## src/rtl/acc_requant.sv

```systemverilog
// Requantizes signed accumulator results to signed OUT_WIDTH through a 3-stage
// pipeline: bias add, scale multiply, round/shift/offset/saturate. The
// REQUANT_RELU_EN macro adds a per-beat ReLU lower bound (cfg_relu).
module acc_requant #(
    parameter int ACC_WIDTH   = 32,
    parameter int OUT_WIDTH   = 8,
    parameter int MULT_WIDTH  = 16,
    parameter int SHIFT_WIDTH = 5,
    parameter int CNT_WIDTH   = 16
) (
    input  logic                   clk,
    input  logic                   rst_n,
    input  logic                   in_valid,
    output logic                   in_ready,
    input  logic [ACC_WIDTH-1:0]   in_acc,
    input  logic [ACC_WIDTH-1:0]   cfg_bias,
    input  logic [MULT_WIDTH-1:0]  cfg_mult,
    input  logic [SHIFT_WIDTH-1:0] cfg_shift,
    input  logic [OUT_WIDTH-1:0]   cfg_zero_point,
`ifdef REQUANT_RELU_EN
    input  logic                   cfg_relu,
`endif
    output logic                   out_valid,
    input  logic                   out_ready,
    output logic [OUT_WIDTH-1:0]   out_data,
    output logic                   out_sat,
    output logic [CNT_WIDTH-1:0]   sat_count,
    input  logic                   sat_clr
);

    localparam int SUM_W  = ACC_WIDTH + 1;
    localparam int PROD_W = ACC_WIDTH + MULT_WIDTH + 2;
    localparam int RND_W  = PROD_W + 1;
    localparam int V_W    = RND_W + 1;

    localparam logic signed [V_W-1:0] MAX_V = {{(V_W-OUT_WIDTH+1){1'b0}}, {(OUT_WIDTH-1){1'b1}}};
    localparam logic signed [V_W-1:0] MIN_V = {{(V_W-OUT_WIDTH+1){1'b1}}, {(OUT_WIDTH-1){1'b0}}};

    // Handshake: a beat moves on valid && ready. A stall (out_valid && !out_ready)
    // freezes every stage at once; otherwise all stages, bubbles included, advance.
    logic stall;
    logic adv;
    assign stall    = out_valid && !out_ready;
    assign adv      = !stall;
    assign in_ready = !stall;

    logic                   s1_valid_q;
    logic [SUM_W-1:0]       s1_sum_q;
    logic [MULT_WIDTH-1:0]  s1_mult_q;
    logic [SHIFT_WIDTH-1:0] s1_shift_q;
    logic [OUT_WIDTH-1:0]   s1_zp_q;
    logic                   s2_valid_q;
    logic [PROD_W-1:0]      s2_prod_q;
    logic [SHIFT_WIDTH-1:0] s2_shift_q;
    logic [OUT_WIDTH-1:0]   s2_zp_q;
    logic                   out_valid_q;
    logic [OUT_WIDTH-1:0]   out_data_q;
    logic                   out_sat_q;
    logic [CNT_WIDTH-1:0]   sat_cnt_q;

    logic [SUM_W-1:0]  sum_d;
    logic [PROD_W-1:0] prod_d;
    logic [PROD_W-1:0] sum_ext;
    logic [PROD_W-1:0] mult_ext;

    assign sum_d    = {in_acc[ACC_WIDTH-1], in_acc} + {cfg_bias[ACC_WIDTH-1], cfg_bias};
    assign sum_ext  = {{(PROD_W-SUM_W){s1_sum_q[SUM_W-1]}}, s1_sum_q};
    assign mult_ext = {{(PROD_W-MULT_WIDTH){1'b0}}, s1_mult_q};
    // Truncated product of sign-extended operands equals the signed product.
    assign prod_d   = sum_ext * mult_ext;

    logic signed [RND_W-1:0] prod_sx;
    logic signed [RND_W-1:0] rnd;
    logic signed [RND_W-1:0] r;
    logic signed [V_W-1:0]   zp_ext;
    logic signed [V_W-1:0]   v;
    logic signed [V_W-1:0]   lo;
    logic [OUT_WIDTH-1:0]    data_d;
    logic                    sat_d;

`ifdef REQUANT_RELU_EN
    logic s1_relu_q;
    logic s2_relu_q;
`endif

    always_comb begin
        prod_sx = {s2_prod_q[PROD_W-1], s2_prod_q};
        // Half-LSB rounding constant; zero when the shift is zero.
        rnd     = ({{(RND_W-1){1'b0}}, 1'b1} << s2_shift_q) >> 1;
        r       = (prod_sx + rnd) >>> s2_shift_q;
        zp_ext  = {{(V_W-OUT_WIDTH){s2_zp_q[OUT_WIDTH-1]}}, s2_zp_q};
        v       = {r[RND_W-1], r} + zp_ext;
        lo      = MIN_V;
`ifdef REQUANT_RELU_EN
        if (s2_relu_q && (zp_ext > MIN_V)) lo = zp_ext;
`endif
        data_d = v[OUT_WIDTH-1:0];
        sat_d  = 1'b0;
        if (v > MAX_V) begin
            data_d = {1'b0, {(OUT_WIDTH-1){1'b1}}};
            sat_d  = 1'b1;
        end else if (v < lo) begin
            data_d = lo[OUT_WIDTH-1:0];
            sat_d  = (lo == MIN_V);
        end
    end

    always_ff @(posedge clk or negedge rst_n) begin
        if (!rst_n) begin
            s1_valid_q  <= 1'b0;
            s1_sum_q    <= '0;
            s1_mult_q   <= '0;
            s1_shift_q  <= '0;
            s1_zp_q     <= '0;
            s2_valid_q  <= 1'b0;
            s2_prod_q   <= '0;
            s2_shift_q  <= '0;
            s2_zp_q     <= '0;
            out_valid_q <= 1'b0;
            out_data_q  <= '0;
            out_sat_q   <= 1'b0;
`ifdef REQUANT_RELU_EN
            s1_relu_q   <= 1'b0;
            s2_relu_q   <= 1'b0;
`endif
        end else if (adv) begin
            s1_valid_q  <= in_valid;
            s1_sum_q    <= sum_d;
            s1_mult_q   <= cfg_mult;
            s1_shift_q  <= cfg_shift;
            s1_zp_q     <= cfg_zero_point;
            s2_valid_q  <= s1_valid_q;
            s2_prod_q   <= prod_d;
            s2_shift_q  <= s1_shift_q;
            s2_zp_q     <= s1_zp_q;
            out_valid_q <= s2_valid_q;
            out_data_q  <= data_d;
            out_sat_q   <= sat_d;
`ifdef REQUANT_RELU_EN
            s1_relu_q   <= cfg_relu;
            s2_relu_q   <= s1_relu_q;
`endif
        end
    end

    always_ff @(posedge clk or negedge rst_n) begin
        if (!rst_n) begin
            sat_cnt_q <= '0;
        end else if (sat_clr) begin
            sat_cnt_q <= '0;
        end else if (out_valid_q && out_ready && out_sat_q && (sat_cnt_q != {CNT_WIDTH{1'b1}})) begin
            sat_cnt_q <= sat_cnt_q + CNT_WIDTH'(1);
        end
    end

    assign out_valid = out_valid_q;
    assign out_data  = out_data_q;
    assign out_sat   = out_sat_q;
    assign sat_count = sat_cnt_q;

endmodule
```

## config.mk

```make
export PLATFORM = sky130hd
export DESIGN_NAME = acc_requant
export DESIGN_NICKNAME = d
export VERILOG_FILES = /design/src/rtl/acc_requant.sv
export SDC_FILE = /design/constraint.sdc
export NUM_CORES = 2
export LEC_CHECK = 0
export CAP_MARGIN = 20
export CORE_MARGIN = 3
export CORE_UTILIZATION = 30
export CTS_CLUSTER_SIZE = 28
export DETAILED_ROUTE_END_ITERATION = 10
export DONT_BUFFER_PORTS = 1
export SKIP_LAST_GASP = 1
export SYNTH_ARGS = -nofsm -noshare
export SYNTH_HDL_FRONTEND = slang
export SYNTH_SLANG_ARGS = --single-unit
```

## constraint.sdc

```tcl
create_clock -name clk -period 10.8 [get_ports clk]
set_input_delay 1.62 -clock clk [delete_from_list [all_inputs] [get_ports clk]]
set_output_delay 1.62 -clock clk [all_outputs]
set_load 0.02 [all_outputs]
```

==> flow_summary.toml <==
[final_layout]
drive_above_1_share_pct = 4.77
nets = 5022
regArea_um2 = 3830
multiInputGateArea_um2 = 28800
area_growth_syn_to_layout_pct = 5.89
final_util_pct = 32.3
nFillCells = 12288

[grt]
grt_usage_pct = 18.3
first_global_vias = 31112
antenna_found_initial = 16
grt_pass1_wl_um = 178000
grt_max_degree = 154
grt_overflow = 0

[sta]
tightest_slew_ns = 0.942
skew_ns = 0.0178
setup_viol = 0
setup_slack_ns = 0.885
period_needed_ns = 9.92
period_share_pct = 91.8
grt_setup_unrepaired = "no"
slew_headroom_pct = 37.2
hold_violations = 0
fmax_mhz = 101
tns_ns = 0
finalMaxSlewViolations = 0

[yosys]
synth_enable_flop_cells = 0
avgSynthCellArea_um2 = 8.24
synth_warnings = 0
async_flop_share_pct = 100
synth_top_area_share_pct = 28.4
synth.yosys.seq_area_share_pct = 10.7
synth.distinct_cells = 101
synthCells = 4335
synth_fp_nets = 5173
synth_common_cells = "nand2_1 (703), inv_1 (590), fa_1 (506)"
yosysMostFrequentCell = "nand2_1"
ys.flop_type = "dfrtp_1"
synth_seq_cells = 153
synth_top_area_cell = "fa_1"
netlist_area_um2 = 35700
synth_area_leaders = "fa_1 (28%), dfrtp_1 (11%), ha_1 (8.2%)"

[floorplanning]
die_w_um = 351
io_pins = 125
row_count = 125
coreArea_um2 = 117000
start_util_pct = 30.5
die-area_um2 = 123000
fp.dieH_um = 351

[critical_path]
endpoint_kind = "register"
startpoint = "s2_shift_q[0]"
r2r_start = "s2_shift_q[0]"
crit_type = "register to register"
startpoint_type = "register"
reg2reg_slack_ns = 0.88
crit_required_ns = 11.19
worstPathMaxFanout = 27
arrival_ns = 10.30

[worst_hold_path]
min_from = "s2_valid_q"
hold_class = "register to register"

[routing]
firstDrtPassIters = 6
drt_iter0_drc = 2523
postRouteWirelength_um = 111000
wl_per_cell_um = 19.4
vias = 30562
via_per_inst = 5.34
route.detailed.drc = 0
antenna_left = 0

[clocking]
insertion_delay_ns = 0.50
tritoncts = "yes"
clk_pin_slew_ns = 0.07
numCtsBuffers = 17
clock_path_buffers = 2
cts_max_level = 4
postCtsSetupRepairBufs = 0
cts_resized = 0
cts_root_buf = "clkbuf_16"
cts.sinks = 153
ctsHoldBuffers = 0

[place]
dp_hpwl_um = 89700
dp_slack_ns = 1.08
port_buffers = 0
gp_congestion = 0.987

[flow_run]
cap_violations = 0

[run_status]
status = "finished, final reports clean"
==> critical path, cell delays in order (launching register included) <==
cell,delay (ns)
dfrtp_1,0.54
inv_2,0.32
nor2_1,0.58
nand2_1,0.35
nor2_1,0.22
ha_1,0.22
o211ai_1,0.13
o211ai_1,0.33
a21bo_2,0.23
a21boi_1,0.17
or4_1,0.80
a21boi_2,0.39
o221ai_1,0.17
a221oi_1,0.51
mux2i_1,0.28
mux4_2,0.53
ha_1,0.50
and4_1,0.28
or3b_1,0.43
nand3b_1,0.13
a2111oi_0,0.10
a2111oi_0,0.71
nand3_1,0.18
nor4_1,0.41
nand4_1,0.31
nor4_4,0.50
nand2_1,0.17
o311ai_1,0.31
==> final cells by class <==
class / instances / share of cell area (%)
Inverter: 594 / 5.91
Clock buffer: 17 / 1.12
Antenna cell: 7 / 0.0463
Clock inverter: 14 / 0.490
Sequential cell: 153 / 10.1
Tap cell: 1524 / 5.04
Timing Repair Buffer: 55 / 1.09
Multi-Input combinational cell: 3363 / 76.2
==> per-stage QoR <==
stage / instances / cell area (µm²) / hold WS, ns
global route: 5720 / 37800 / 0.492
finish: 5727 / 37800 / 0.459
CTS: 5720 / 37800 / 0.462
detailed placement: 5689 / 37200 / 0.447
global placement: 5689 / 37200 / 0.441
floorplan: 4335 / 35700 / 0.430
==> worst paths after layout <==
check,cells past startpoint,end
max in group asynchronous,0,s1_mult_q[6]
setup reg to reg,27,out_data[1]
hold / removal,1,out_valid
setup / recovery,27,out_data[1]
min in group asynchronous,0,sat_count[10]
hold reg to reg,1,out_valid
==> placed cells by master (no fill, tap or decap), types with 27 or more instances in the layout <==
master	instances
a211oi_1	43
a21o_1	85
a21oi_1	225
and2_1	233
and3_1	36
buf_4	55
dfrtp_1	149
fa_1	506
ha_1	234
inv_1	589
mux2i_1	52
mux4_2	32
nand2_1	703
nand2b_1	34
nand3_1	73
nand4_1	35
nor2_1	207
nor3_1	79
o211ai_1	36
o21a_1	32
o21ai_0	131
or3_1	27
xnor2_1	79
xor2_1	68
==> cells by family (layout without fill, tap and decap cells) <==
family,count (synthesis),after routing,synth area share (%)
simple gates,1532,1532,20.3
compound gates,837,837,15.9
buf+inv,819,680,8.65
fa+ha+maj,740,740,36.5
flops,153,153,10.7
xor+xnor,148,148,3.65
mux,106,106,4.17
other cells,0,7,0
==> layer usage <==
| metal | part of all wire, % | up-vias | global-route usage, % |
|---|---|---|---|
| met5 | 0.099 | - | 0 |
| met4 | 2.9 | 16 | 5.74 |
| met3 | 7.0 | 165 | 3.36 |
| met2 | 46 | 896 | 29.9 |
| met1 | 44 | 15363 | 24.6 |
| li1 | - | 14122 | - |
==> sequential cells by signal (all words and copies together) (netlist names) <==
register    flops
out_data        8
out_sat         1
out_valid       1
s1_mult_q      16
s1_shift_q      5
s1_sum_q       33
s1_valid_q      1
s1_zp_q         8
s2_prod_q      50
s2_shift_q      5
s2_valid_q      1
s2_zp_q         8
sat_count      16
Power is left out: the tool's default activity adds up to more than one toggle a clock period on the data nets, which glitch-free logic cannot reach.
